File: src/rtl/seq_calculator_if.sv
`default_nettype none
// ============================================================================
//  Module      : seq_calculator_if
//  Description : Request/response bundle for the sequential calculator.
//                master drives a request (start, op, a, b); slave returns
//                status and the held result (busy, done, result, err, ovf).
//  Revision    : 1.0 - initial release
// ============================================================================
//  Signals
//    start   request strobe, only looked at while the calculator is idle
//    op      3-bit operation code
//    a, b    W-bit operands
//    busy    high while the calculator iterates
//    done    one-cycle pulse, result/err/ovf valid
//    result  2*W-bit result, held until the next completion
//    err     divide-by-zero or reserved op
//    ovf     power saturated
// ============================================================================
interface seq_calculator_if #(
  parameter int W = 8
) ();
  logic             start;
  logic [2:0]       op;
  logic [W-1:0]     a;
  logic [W-1:0]     b;
  logic             busy;
  logic             done;
  logic [2*W-1:0]   result;
  logic             err;
  logic             ovf;

  modport master (
    output start, op, a, b,
    input  busy, done, result, err, ovf
  );

  modport slave (
    input  start, op, a, b,
    output busy, done, result, err, ovf
  );
endinterface
`default_nettype wire

File: src/rtl/seq_calculator.sv
`default_nettype none
// ============================================================================
//  Module      : seq_calculator
//  Description : Multi-cycle calculator: add, sub, quotient, remainder,
//                multiply, integer square root and saturating power.
//                One request at a time; IDLE -> CALC -> DONE -> IDLE.
//  Revision    : 1.0 - initial release
// ============================================================================
//  Ports
//    clk     sole clock, rising edge
//    rst_n   asynchronous active-low reset
//    bus     seq_calculator_if.slave (start/op/a/b in,
//            busy/done/result/err/ovf out)
// ============================================================================
module seq_calculator #(
  parameter int W  = 8,
  parameter int RW = 2 * W
) (
  input  wire logic       clk,
  input  wire logic       rst_n,
  seq_calculator_if.slave bus
);

  localparam logic [2:0] OP_ADD = 3'b000;
  localparam logic [2:0] OP_SUB = 3'b001;
  localparam logic [2:0] OP_QUO = 3'b010;
  localparam logic [2:0] OP_MUL = 3'b011;
  localparam logic [2:0] OP_REM = 3'b100;
  localparam logic [2:0] OP_SQR = 3'b101;
  localparam logic [2:0] OP_POW = 3'b110;

  typedef enum logic [1:0] {
    S_IDLE = 2'd0,
    S_CALC = 2'd1,
    S_DONE = 2'd2
  } state_t;

  state_t          state_q, state_d;
  logic [2:0]      op_q, op_d;
  logic [W-1:0]    a_q, a_d;
  logic [W-1:0]    b_q, b_d;
  logic [W-1:0]    cnt_q, cnt_d;     // CALC cycles remaining
  logic [RW-1:0]   acc_q, acc_d;     // product / power accumulator
  logic [RW-1:0]   mcd_q, mcd_d;     // shifting multiplicand
  logic [W-1:0]    shr_q, shr_d;     // multiplier / dividend->quotient / radicand
  logic [W-1:0]    rem_q, rem_d;     // division or sqrt partial remainder
  logic [W-1:0]    root_q, root_d;   // sqrt partial root
  logic            pov_q, pov_d;     // power saturated during iteration
  logic [RW-1:0]   result_q, result_d;
  logic            err_q, err_d;
  logic            ovf_q, ovf_d;

  // --------------------------------------------------------------------------
  // One iteration step of every datapath; the FSM picks the one for op_q.
  // --------------------------------------------------------------------------
  // Shift-add multiply: add multiplicand when the current multiplier bit is 1.
  logic [RW-1:0] w_mul_acc;
  assign w_mul_acc = shr_q[0] ? (acc_q + mcd_q) : acc_q;

  // Restoring division: the dividend shifts out of shr_q MSB-first while the
  // quotient bits shift in at the bottom. The remainder always stays below b,
  // so W bits hold it once the trial subtraction is accepted.
  logic [W:0]    w_div_sh;
  logic          w_div_ge;
  logic [W-1:0]  w_div_rem;
  logic [W-1:0]  w_div_quo;
  assign w_div_sh  = {rem_q, shr_q[W-1]};
  assign w_div_ge  = (w_div_sh >= {1'b0, b_q});
  assign w_div_rem = w_div_ge ? (w_div_sh[W-1:0] - b_q) : w_div_sh[W-1:0];
  assign w_div_quo = {shr_q[W-2:0], w_div_ge};

  // Digit-by-digit sqrt: bring down two radicand bits, try (4*root + 1).
  // The compare runs at full width; the remainder itself never exceeds
  // 2*root, so its low W bits are exact.
  logic [W+1:0]  w_sq_sh;
  logic [W+1:0]  w_sq_trial;
  logic          w_sq_ge;
  logic [W-1:0]  w_sq_rem;
  logic [W-1:0]  w_sq_root;
  assign w_sq_sh    = {rem_q, shr_q[W-1:W-2]};
  assign w_sq_trial = {root_q, 2'b01};
  assign w_sq_ge    = (w_sq_sh >= w_sq_trial);
  assign w_sq_rem   = w_sq_ge ? (w_sq_sh[W-1:0] - w_sq_trial[W-1:0]) : w_sq_sh[W-1:0];
  assign w_sq_root  = {root_q[W-2:0], w_sq_ge};

  // Power: one full-width multiply per cycle; once saturated the accumulator
  // is frozen so the remaining iterations only burn the cycle count.
  logic [RW+W-1:0] w_pow_prod;
  logic [RW-1:0]   w_pow_acc;
  logic            w_pow_ovf;
  assign w_pow_prod = {{W{1'b0}}, acc_q} * {{RW{1'b0}}, a_q};
  always_comb begin
    w_pow_acc = acc_q;
    w_pow_ovf = pov_q;
    if (!pov_q) begin
      if (|w_pow_prod[RW+W-1:RW]) begin
        w_pow_acc = {RW{1'b1}};
        w_pow_ovf = 1'b1;
      end else begin
        w_pow_acc = w_pow_prod[RW-1:0];
      end
    end
  end

  // --------------------------------------------------------------------------
  // Next-state and datapath control
  // --------------------------------------------------------------------------
  always_comb begin
    state_d  = state_q;
    op_d     = op_q;
    a_d      = a_q;
    b_d      = b_q;
    cnt_d    = cnt_q;
    acc_d    = acc_q;
    mcd_d    = mcd_q;
    shr_d    = shr_q;
    rem_d    = rem_q;
    root_d   = root_q;
    pov_d    = pov_q;
    result_d = result_q;
    err_d    = err_q;
    ovf_d    = ovf_q;

    case (state_q)
      S_IDLE: begin
        if (bus.start) begin
          state_d = S_CALC;
          op_d    = bus.op;
          a_d     = bus.a;
          b_d     = bus.b;
          acc_d   = (bus.op == OP_POW) ? RW'(1) : '0;
          mcd_d   = {{W{1'b0}}, bus.a};
          shr_d   = (bus.op == OP_MUL) ? bus.b : bus.a;
          rem_d   = '0;
          root_d  = '0;
          pov_d   = 1'b0;
          err_d   = 1'b0;
          ovf_d   = 1'b0;
          // Number of CALC cycles: latency minus the DONE edge.
          case (bus.op)
            OP_MUL:         cnt_d = W'(W);
            OP_QUO, OP_REM: cnt_d = (bus.b == '0) ? W'(1) : W'(W);
            OP_SQR:         cnt_d = W'(W / 2);
            OP_POW:         cnt_d = (bus.b == '0) ? W'(1) : bus.b;
            default:        cnt_d = W'(1);
          endcase
        end
      end

      S_CALC: begin
        cnt_d = cnt_q - W'(1);
        case (op_q)
          OP_MUL: begin
            acc_d = w_mul_acc;
            mcd_d = {mcd_q[RW-2:0], 1'b0};
            shr_d = {1'b0, shr_q[W-1:1]};
          end
          OP_QUO, OP_REM: begin
            rem_d = w_div_rem;
            shr_d = w_div_quo;
          end
          OP_SQR: begin
            rem_d  = w_sq_rem;
            root_d = w_sq_root;
            shr_d  = {shr_q[W-3:0], 2'b00};
          end
          OP_POW: begin
            acc_d = w_pow_acc;
            pov_d = w_pow_ovf;
          end
          default: ;
        endcase

        if (cnt_q == W'(1)) begin
          state_d = S_DONE;
          err_d   = 1'b0;
          ovf_d   = 1'b0;
          case (op_q)
            OP_ADD: result_d = {{W{1'b0}}, a_q} + {{W{1'b0}}, b_q};
            OP_SUB: result_d = {{W{1'b0}}, a_q} - {{W{1'b0}}, b_q};
            OP_MUL: result_d = w_mul_acc;
            OP_QUO: begin
              result_d = (b_q == '0) ? {RW{1'b1}} : {{W{1'b0}}, w_div_quo};
              err_d    = (b_q == '0);
            end
            OP_REM: begin
              result_d = (b_q == '0) ? {{W{1'b0}}, a_q} : {{W{1'b0}}, w_div_rem};
              err_d    = (b_q == '0);
            end
            OP_SQR: result_d = {{W{1'b0}}, w_sq_root};
            OP_POW: begin
              result_d = (b_q == '0) ? RW'(1) : w_pow_acc;
              ovf_d    = (b_q != '0) && w_pow_ovf;
            end
            default: begin
              result_d = '0;
              err_d    = 1'b1;
            end
          endcase
        end
      end

      S_DONE:  state_d = S_IDLE;
      default: state_d = S_IDLE;
    endcase
  end

  always_ff @(posedge clk or negedge rst_n) begin
    if (!rst_n) begin
      state_q  <= S_IDLE;
      op_q     <= '0;
      a_q      <= '0;
      b_q      <= '0;
      cnt_q    <= '0;
      acc_q    <= '0;
      mcd_q    <= '0;
      shr_q    <= '0;
      rem_q    <= '0;
      root_q   <= '0;
      pov_q    <= 1'b0;
      result_q <= '0;
      err_q    <= 1'b0;
      ovf_q    <= 1'b0;
    end else begin
      state_q  <= state_d;
      op_q     <= op_d;
      a_q      <= a_d;
      b_q      <= b_d;
      cnt_q    <= cnt_d;
      acc_q    <= acc_d;
      mcd_q    <= mcd_d;
      shr_q    <= shr_d;
      rem_q    <= rem_d;
      root_q   <= root_d;
      pov_q    <= pov_d;
      result_q <= result_d;
      err_q    <= err_d;
      ovf_q    <= ovf_d;
    end
  end

  assign bus.busy   = (state_q == S_CALC);
  assign bus.done   = (state_q == S_DONE);
  assign bus.result = result_q;
  assign bus.err    = err_q;
  assign bus.ovf    = ovf_q;

endmodule
`default_nettype wire

File: src/flat_wrapper.sv
// flat-port wrapper written by rule: the top's interface ports become plain ports
module seq_calculator_flat 
#(
  parameter int W  = 8,
  parameter int RW = 2 * W
)
  (clk, rst_n, bus_start, bus_op, bus_a, bus_b, bus_busy, bus_done, bus_result, bus_err, bus_ovf);
  seq_calculator_if #(.W(W)) bus_i ();
  input  wire logic clk;
  input  wire logic rst_n;
  input wire logic [$bits(bus_i.start)-1:0] bus_start;
  input wire logic [$bits(bus_i.op)-1:0] bus_op;
  input wire logic [$bits(bus_i.a)-1:0] bus_a;
  input wire logic [$bits(bus_i.b)-1:0] bus_b;
  output wire logic [$bits(bus_i.busy)-1:0] bus_busy;
  output wire logic [$bits(bus_i.done)-1:0] bus_done;
  output wire logic [$bits(bus_i.result)-1:0] bus_result;
  output wire logic [$bits(bus_i.err)-1:0] bus_err;
  output wire logic [$bits(bus_i.ovf)-1:0] bus_ovf;
  assign bus_i.start = bus_start;
  assign bus_i.op = bus_op;
  assign bus_i.a = bus_a;
  assign bus_i.b = bus_b;
  assign bus_busy = bus_i.busy;
  assign bus_done = bus_i.done;
  assign bus_result = bus_i.result;
  assign bus_err = bus_i.err;
  assign bus_ovf = bus_i.ovf;
  seq_calculator #(.W(W), .RW(RW)) u_core (.clk(clk), .rst_n(rst_n), .bus(bus_i));
endmodule
File: config.mk
export PLATFORM = sky130hd
export DESIGN_NAME = seq_calculator_flat
export DESIGN_NICKNAME = d
export VERILOG_FILES = /design/src/rtl/seq_calculator_if.sv /design/src/rtl/seq_calculator.sv /design/src/flat_wrapper.sv
export SDC_FILE = /design/constraint.sdc
export NUM_CORES = 1
export LEC_CHECK = 0
export ABC_AREA = 1
export BUFFER_PORTS_ARGS = -buffer_cell sky130_fd_sc_hd__buf_2
export CAP_MARGIN = 20
export CORE_UTILIZATION = 35
export DETAILED_ROUTE_END_ITERATION = 8
export HOLD_SLACK_MARGIN = 0.1
export PLACE_DENSITY = 0.52
export SLEW_MARGIN = 20
export SYNTH_ARGS = -nofsm -noshare
export SYNTH_HDL_FRONTEND = slang
export SYNTH_SLANG_ARGS = --single-unit
File: constraint.sdc
create_clock -name clk -period 9.5 [get_ports clk]
set_input_delay 1.425 -clock clk [delete_from_list [all_inputs] [get_ports clk]]
set_output_delay 1.425 -clock clk [all_outputs]
set_load 0.02 [all_outputs]
Word level (Yosys, flattened, before mapping) --
Cells that the tools add are included. Widths: inputs -> output; s select.
Cells by class: $add $sub $neg 6, multiply operators 1, magnitude comparators 2, equal/unequal tests 22, multiplexer cells 44, reduce and logical (&&, ||, !) cells 22
Operators by type and width (number):
- $mux 16 | 8
- $pmux 16 s7 | 1
- $pmux 16 s2 | 3
- $pmux 8 s2 | 5
- $mux 8 | 9
- $pmux 8 s4 | 1
- $mul 16x8->24 | 1
- $pmux 8 s3 | 1
- $reduce_and 3->1 | 7
- $eq 3x3->1 const B | 6
- $add 16x16->16 | 1
- $logic_not 8->1 | 2
- $sub 8x8->8 | 2
- $eq 3x2->1 const B | 4
- $ge 10x10->1 | 1
- $add 8x8->9 | 1
- $ge 9x8->1 | 1
- $sub 8x8->9 | 1
- $eq 8x1->1 const B | 1
- $mux 1 | 8
- $ne 2x1->1 const B | 4
- $pmux 1 s2 | 4
- $reduce_and 2->1 | 4
- $reduce_bool 8->1 | 1
- 18 further kinds | 20
Word-level totals: flip-flop bits (word level) 104, input port bits 22, output and inout port bits 20, logic and storage cells 111

Logic depth before layout (Yosys ltp) --
word-level depth 8, mapped depth 32, depth with buffers taken out 29

Worst setup path before layout --
Ideal clock, no wire load.
path type register to register, start register u_core.a_q[5], end register u_core.result_q[3], in the netlist u_core.bus.result[3], data arrival time 4898 ps, path slack 4486 ps, stages on the path, launching flop included 28, period minus slack after synthesis 5014 ps, cell sequence dfrtp_1 clkbuf_1 clkbuf_1 nand2_1 fa_1 fa_1 inv_1 fa_1 inv_1 fa_1 inv_1 ha_1 nand2_1 nor2_1 nand2_1 nand3_1 nand2_1 nand3_1 nand2_1 nor2_1 nand2_2 nor2_8 buf_12 nand3_2 nand3_1 nand3_1 nand2_1 nand2_1
On the way: cells in the longest elaborated chain, start to end 6
Ends and longest elaborated chain:
- start, declared | RTL line seq_calculator.sv:40 | logic [W-1:0] a_q, a_d;
- start signal, assigned | RTL line seq_calculator.sv:212 | a_q <= '0;
- start signal, assigned | RTL line seq_calculator.sv:227 | a_q <= a_d;
- $mul 16x8->24 | RTL line seq_calculator.sv:91 | assign w_pow_prod = {{W{1'b0}}, acc_q} * {{RW{1'b0}}, a_q};
- $reduce_or 8->1 | RTL line seq_calculator.sv:96 | if (|w_pow_prod[RW+W-1:RW]) begin
- $mux 16 | RTL line seq_calculator.sv:96
- $mux 16 | RTL line seq_calculator.sv:95 | if (!pov_q) begin
- $mux 16 | RTL line seq_calculator.sv:192 | result_d = (b_q == '0) ? RW'(1) : w_pow_acc;
- $pmux 16 s7 | RTL line seq_calculator.sv:178 | case (op_q)
- end signal, assigned | RTL line seq_calculator.sv:236 | result_q <= result_d;
- end, declared | RTL line seq_calculator.sv:49 | logic [RW-1:0] result_q, result_d;
No other way between the ends. A chain may end at the register's enable or synchronous reset.

Worst setup path after layout --
start register u_core.a_q[5], end register u_core.result_q[0], in the netlist u_core.bus.result[0]
Same word-level chain as after synthesis.

==> metrics.txt <==
# TYPE chip_impl_metric gauge
chip_impl_metric{name="synth_edf_count",unit=""} 0
chip_impl_info{name="synth.top_cells.by_count",value="nand2_1, inv_1, nand3_1, a21oi_1, dfrtp_1"} 1
chip_impl_metric{name="die_width",unit="um"} 192
chip_impl_metric{name="postSynthCellCount",unit=""} 1855
chip_impl_metric{name="power.density",unit="nW/um2"} 152
chip_impl_metric{name="use_met3",unit=""} 0.0415
chip_impl_metric{name="n_fill_cell",unit=""} 3881
chip_impl_metric{name="ys_ff_latch",unit=""} 104
chip_impl_info{name="rsz0062_at_grt",value="no"} 1
chip_impl_info{name="worst_hold_path.endpoint",value="u_core.bus.result[10]"} 1
chip_impl_metric{name="critical_path_required",unit="ps"} 9770
chip_impl_metric{name="ioPinCount",unit=""} 42
chip_impl_info{name="synth.most_common_cell",value="nand2_1"} 1
chip_impl_metric{name="synth.yosys.warnings",unit=""} 0
chip_impl_metric{name="final_layout_size_suffix_gt1_frac",unit=""} 0.0744
chip_impl_info{name="netlist_top_cells_area",value="dfrtp_1, nand2_1, fa_1, inv_1, ha_1"} 1
chip_impl_metric{name="worst_slew_margin_rel",unit=""} 0.315
chip_impl_metric{name="holdPathStages",unit=""} 2
chip_impl_metric{name="row_count",unit=""} 69
chip_impl_info{name="cell_taking_the_most_area_after_synthesis",value="dfrtp_1"} 1
chip_impl_metric{name="yosysUniqueCellTypes",unit=""} 53
chip_impl_info{name="worst_r2r_endpoint",value="u_core.bus.result[0]"} 1
chip_impl_metric{name="start_util",unit=""} 0.356
chip_impl_metric{name="synth_area",unit="um2"} 12600
chip_impl_metric{name="ys_seq_area_frac",unit=""} 0.206
chip_impl_metric{name="vias_per_cell",unit=""} 5.16
chip_impl_metric{name="floorplan.die_area",unit="um2"} 36900
chip_impl_info{name="grt_busiest_layer",value="met1"} 1
chip_impl_metric{name="tritoncts_num_sinks",unit=""} 104
chip_impl_metric{name="drc",unit=""} 0
chip_impl_metric{name="gp_routability_congestion",unit=""} 0.912
chip_impl_metric{name="cts_buffers",unit=""} 9
chip_impl_metric{name="grt_first_pass_wirelength",unit="mm"} 67.8
chip_impl_metric{name="wire_per_inst",unit="um"} 18.2
chip_impl_metric{name="timing.clock.skew",unit="ps"} 9.56
chip_impl_metric{name="post_dp_cell_area",unit="um2"} 13200
chip_impl_metric{name="synth-async-reset-ratio",unit=""} 1.00
chip_impl_info{name="run_status",value="complete, no violations"} 1
chip_impl_metric{name="rrSetupSlack",unit="ps"} 3650
chip_impl_metric{name="cp.arrival",unit="ps"} 6130
chip_impl_metric{name="worst_setup_hold_path_clk_slew",unit="ps"} 80
chip_impl_metric{name="max_cap_viol_count",unit=""} 0
chip_impl_metric{name="clk-insertion-delay-late",unit="ps"} 380
chip_impl_metric{name="grt_max_degree",unit=""} 54
chip_impl_info{name="timing.hold.worst.class",value="flop to flop"} 1
chip_impl_metric{name="detailroute.via_count",unit=""} 11945
chip_impl_metric{name="post_cts_buffers",unit=""} 0
chip_impl_metric{name="area_delta_synth_final",unit="%"} 7.02
chip_impl_metric{name="core-area",unit="um2"} 35600
chip_impl_metric{name="hold_buffers",unit=""} 0
chip_impl_metric{name="post-route-min-period",unit="ps"} 5850
chip_impl_metric{name="overflow",unit=""} 0
chip_impl_metric{name="floorplan.die.height",unit="um"} 192
chip_impl_metric{name="cts_repair_resize_count",unit=""} 0
chip_impl_metric{name="first_global_vias",unit=""} 11690
chip_impl_metric{name="cts-htree-levels",unit=""} 3
chip_impl_info{name="setup.worst_path.end_class",value="flop"} 1
chip_impl_metric{name="place.detailed.hpwl",unit="mm"} 32.5
chip_impl_metric{name="numPortBuffers",unit=""} 41
chip_impl_metric{name="timing_max_transition_violations_final",unit=""} 0
chip_impl_info{name="postSynth.topFlopCell",value="dfrtp_1"} 1
chip_impl_metric{name="ir_worst_vdd",unit="uV"} 101
chip_impl_metric{name="fmax",unit="GHz"} 0.171
chip_impl_metric{name="synth_top_area_share",unit=""} 0.206
chip_impl_metric{name="fin_nets",unit=""} 2056
chip_impl_metric{name="fin_tns_setup",unit="ps"} 0
chip_impl_info{name="worstHoldStart",value="u_core.bus.result[10]"} 1
chip_impl_metric{name="global_route_track_usage_on_met2",unit=""} 0.347
chip_impl_info{name="worst_setup_path_startpoint",value="u_core.a_q[5]"} 1
chip_impl_metric{name="syn_avg_cell_area",unit="um2"} 6.82
chip_impl_metric{name="worst_pin_slew",unit="ps"} 1030
chip_impl_metric{name="fin_worst_hold_slack",unit="ps"} 482
chip_impl_info{name="critical_path_source_type",value="flop"} 1
chip_impl_metric{name="setup_viol",unit=""} 0
chip_impl_metric{name="grt_antenna_before_repair",unit=""} 0
chip_impl_metric{name="antenna_cells_inserted",unit=""} 0
chip_impl_metric{name="dr.first_iter.drc_count",unit=""} 1115
chip_impl_info{name="critical_path_class",value="flop to flop"} 1
chip_impl_metric{name="ant_nets",unit=""} 0
chip_impl_metric{name="clk_path_buf_depth",unit=""} 2
chip_impl_metric{name="gr-usage-all-layers",unit=""} 0.241
chip_impl_metric{name="global_route.usage.met1",unit=""} 0.372
chip_impl_metric{name="postRouteWirelength",unit="mm"} 42.3
chip_impl_metric{name="firstDrtPassIters",unit=""} 5
chip_impl_metric{name="power.leakage",unit="nW"} 7.77
chip_impl_info{name="cts_tree",value="yes"} 1
chip_impl_metric{name="postSynthNetCount",unit=""} 2060
chip_impl_metric{name="critPathMaxFanout",unit=""} 20
chip_impl_metric{name="fin_crit_sh",unit=""} 0.616
chip_impl_info{name="worstReg2RegStart",value="u_core.a_q[5]"} 1
chip_impl_metric{name="multi_input_area",unit="um2"} 8280
chip_impl_info{name="cts_root_buffer",value="clkbuf_16"} 1
chip_impl_metric{name="final_instance_area",unit="um2"} 13500
chip_impl_metric{name="endpoints_failing_hold",unit=""} 0
chip_impl_metric{name="seqCellArea",unit="um2"} 2600
chip_impl_metric{name="ff2ff_path_depth",unit=""} 25
layout make-up:
type | instances | share of cell area
well taps | 461 | 0.0426
multi-input cells | 1289 | 0.612
inverters | 395 | 0.110
clock inverters | 7 | 0.00582
clock buffers | 9 | 0.0166
flip-flops and latches | 104 | 0.192
repair buffers | 52 | 0.0214
kinds of logic after synthesis:
family,after synthesis,synth area share
AOI/OAI and AO/OA,300,0.136
xor gates and xnor gates,28,0.0194
buffers and inverters,462,0.140
adders and majority gates,183,0.233
DFF,104,0.206
and+or+nand+nor,778,0.266
cell usage in the layout (no fill, tap or decap), types with 13 or more instances in the layout:
cell,netlist,layout
xnor2_1,17,17
nor2_1,69,68
o211ai_1,22,22
ha_1,95,95
fa_1,88,88
a21oi_1,105,105
nand3_1,112,112
inv_1,377,377
o221ai_1,13,13
o21ai_0,100,100
o22ai_1,23,23
nand2_1,509,509
buf_2,5,40
inv_2,14,14
dfrtp_1,104,104
per-stage QoR:
step / utilization / setup slack (ps) / power, mW / cells
3_5_place_dp: 0.372 / 3680 / 1.64 / 2301
4_1_cts: 0.381 / 3660 / 2.06 / 2317
2_1_floorplan: - / 4490 / 1.32 / 1855
6_report: 0.381 / 3650 / 2.06 / 2317
3_3_place_gp: 0.372 / 3640 / 1.64 / 2301
5_1_grt: 0.381 / 3170 / 2.22 / 2317
routing by layer:
metal,part of all wire,up-vias
li1,-,5806
met1,0.50,5729
met2,0.42,368
met3,0.070,42
met4,0.015,0
met5,0,-
critical path: stages (launching register included):
cell and delay (ps):
dfrtp_1 1000, nand2_1 180, fa_1 560, fa_1 540, inv_1 60, fa_1 540
inv_1 60, fa_1 540, inv_1 50, ha_1 340, nand2_1 150, inv_1 50
nand2_1 90, nand3_2 100, nand2_1 90, nand2_1 50, nand2_1 60, nand2_1 80
a21oi_2 150, nand2_2 120, o21ai_0 530, nand3_1 150, nand2_1 100, nand2_1 60
nand2_1 70, nand2_1 50
where the power goes:
part           internal, mW  switching, mW
Clock                 0.207          0.199
Combinational         0.361          0.741
Sequential            0.478         0.0701
registers in the layout, summed over array words and instances (netlist names):
register / cells
u_core.bus.ovf: 1
u_core.rem_q: 8
u_core.a_q: 8
u_core.cnt_q: 8
u_core.root_q: 8
u_core.pov_q: 1
u_core.bus.result: 16
u_core.state_q: 2
u_core.acc_q: 16
u_core.b_q: 8
u_core.op_q: 3
u_core.bus.err: 1
u_core.mcd_q: 16
u_core.shr_q: 8
how the worst max path moves through the flow:
| stage | end | slack (ps) | cells after the start |
|---|---|---|---|
| after CTS | u_core.bus.result[0] | 3660 | 24 |
| after detailed placement | u_core.bus.result[0] | 3680 | 24 |
| after global placement | u_core.bus.result[0] | 3640 | 27 |
| final | u_core.bus.result[0] | 3650 | 25 |
| after floorplan | u_core.bus.result[3] | 4490 | 27 |
| after global routing | u_core.bus.result[5] | 3170 | 27 |
Note: power is estimated with default switching activity, not from simulation.
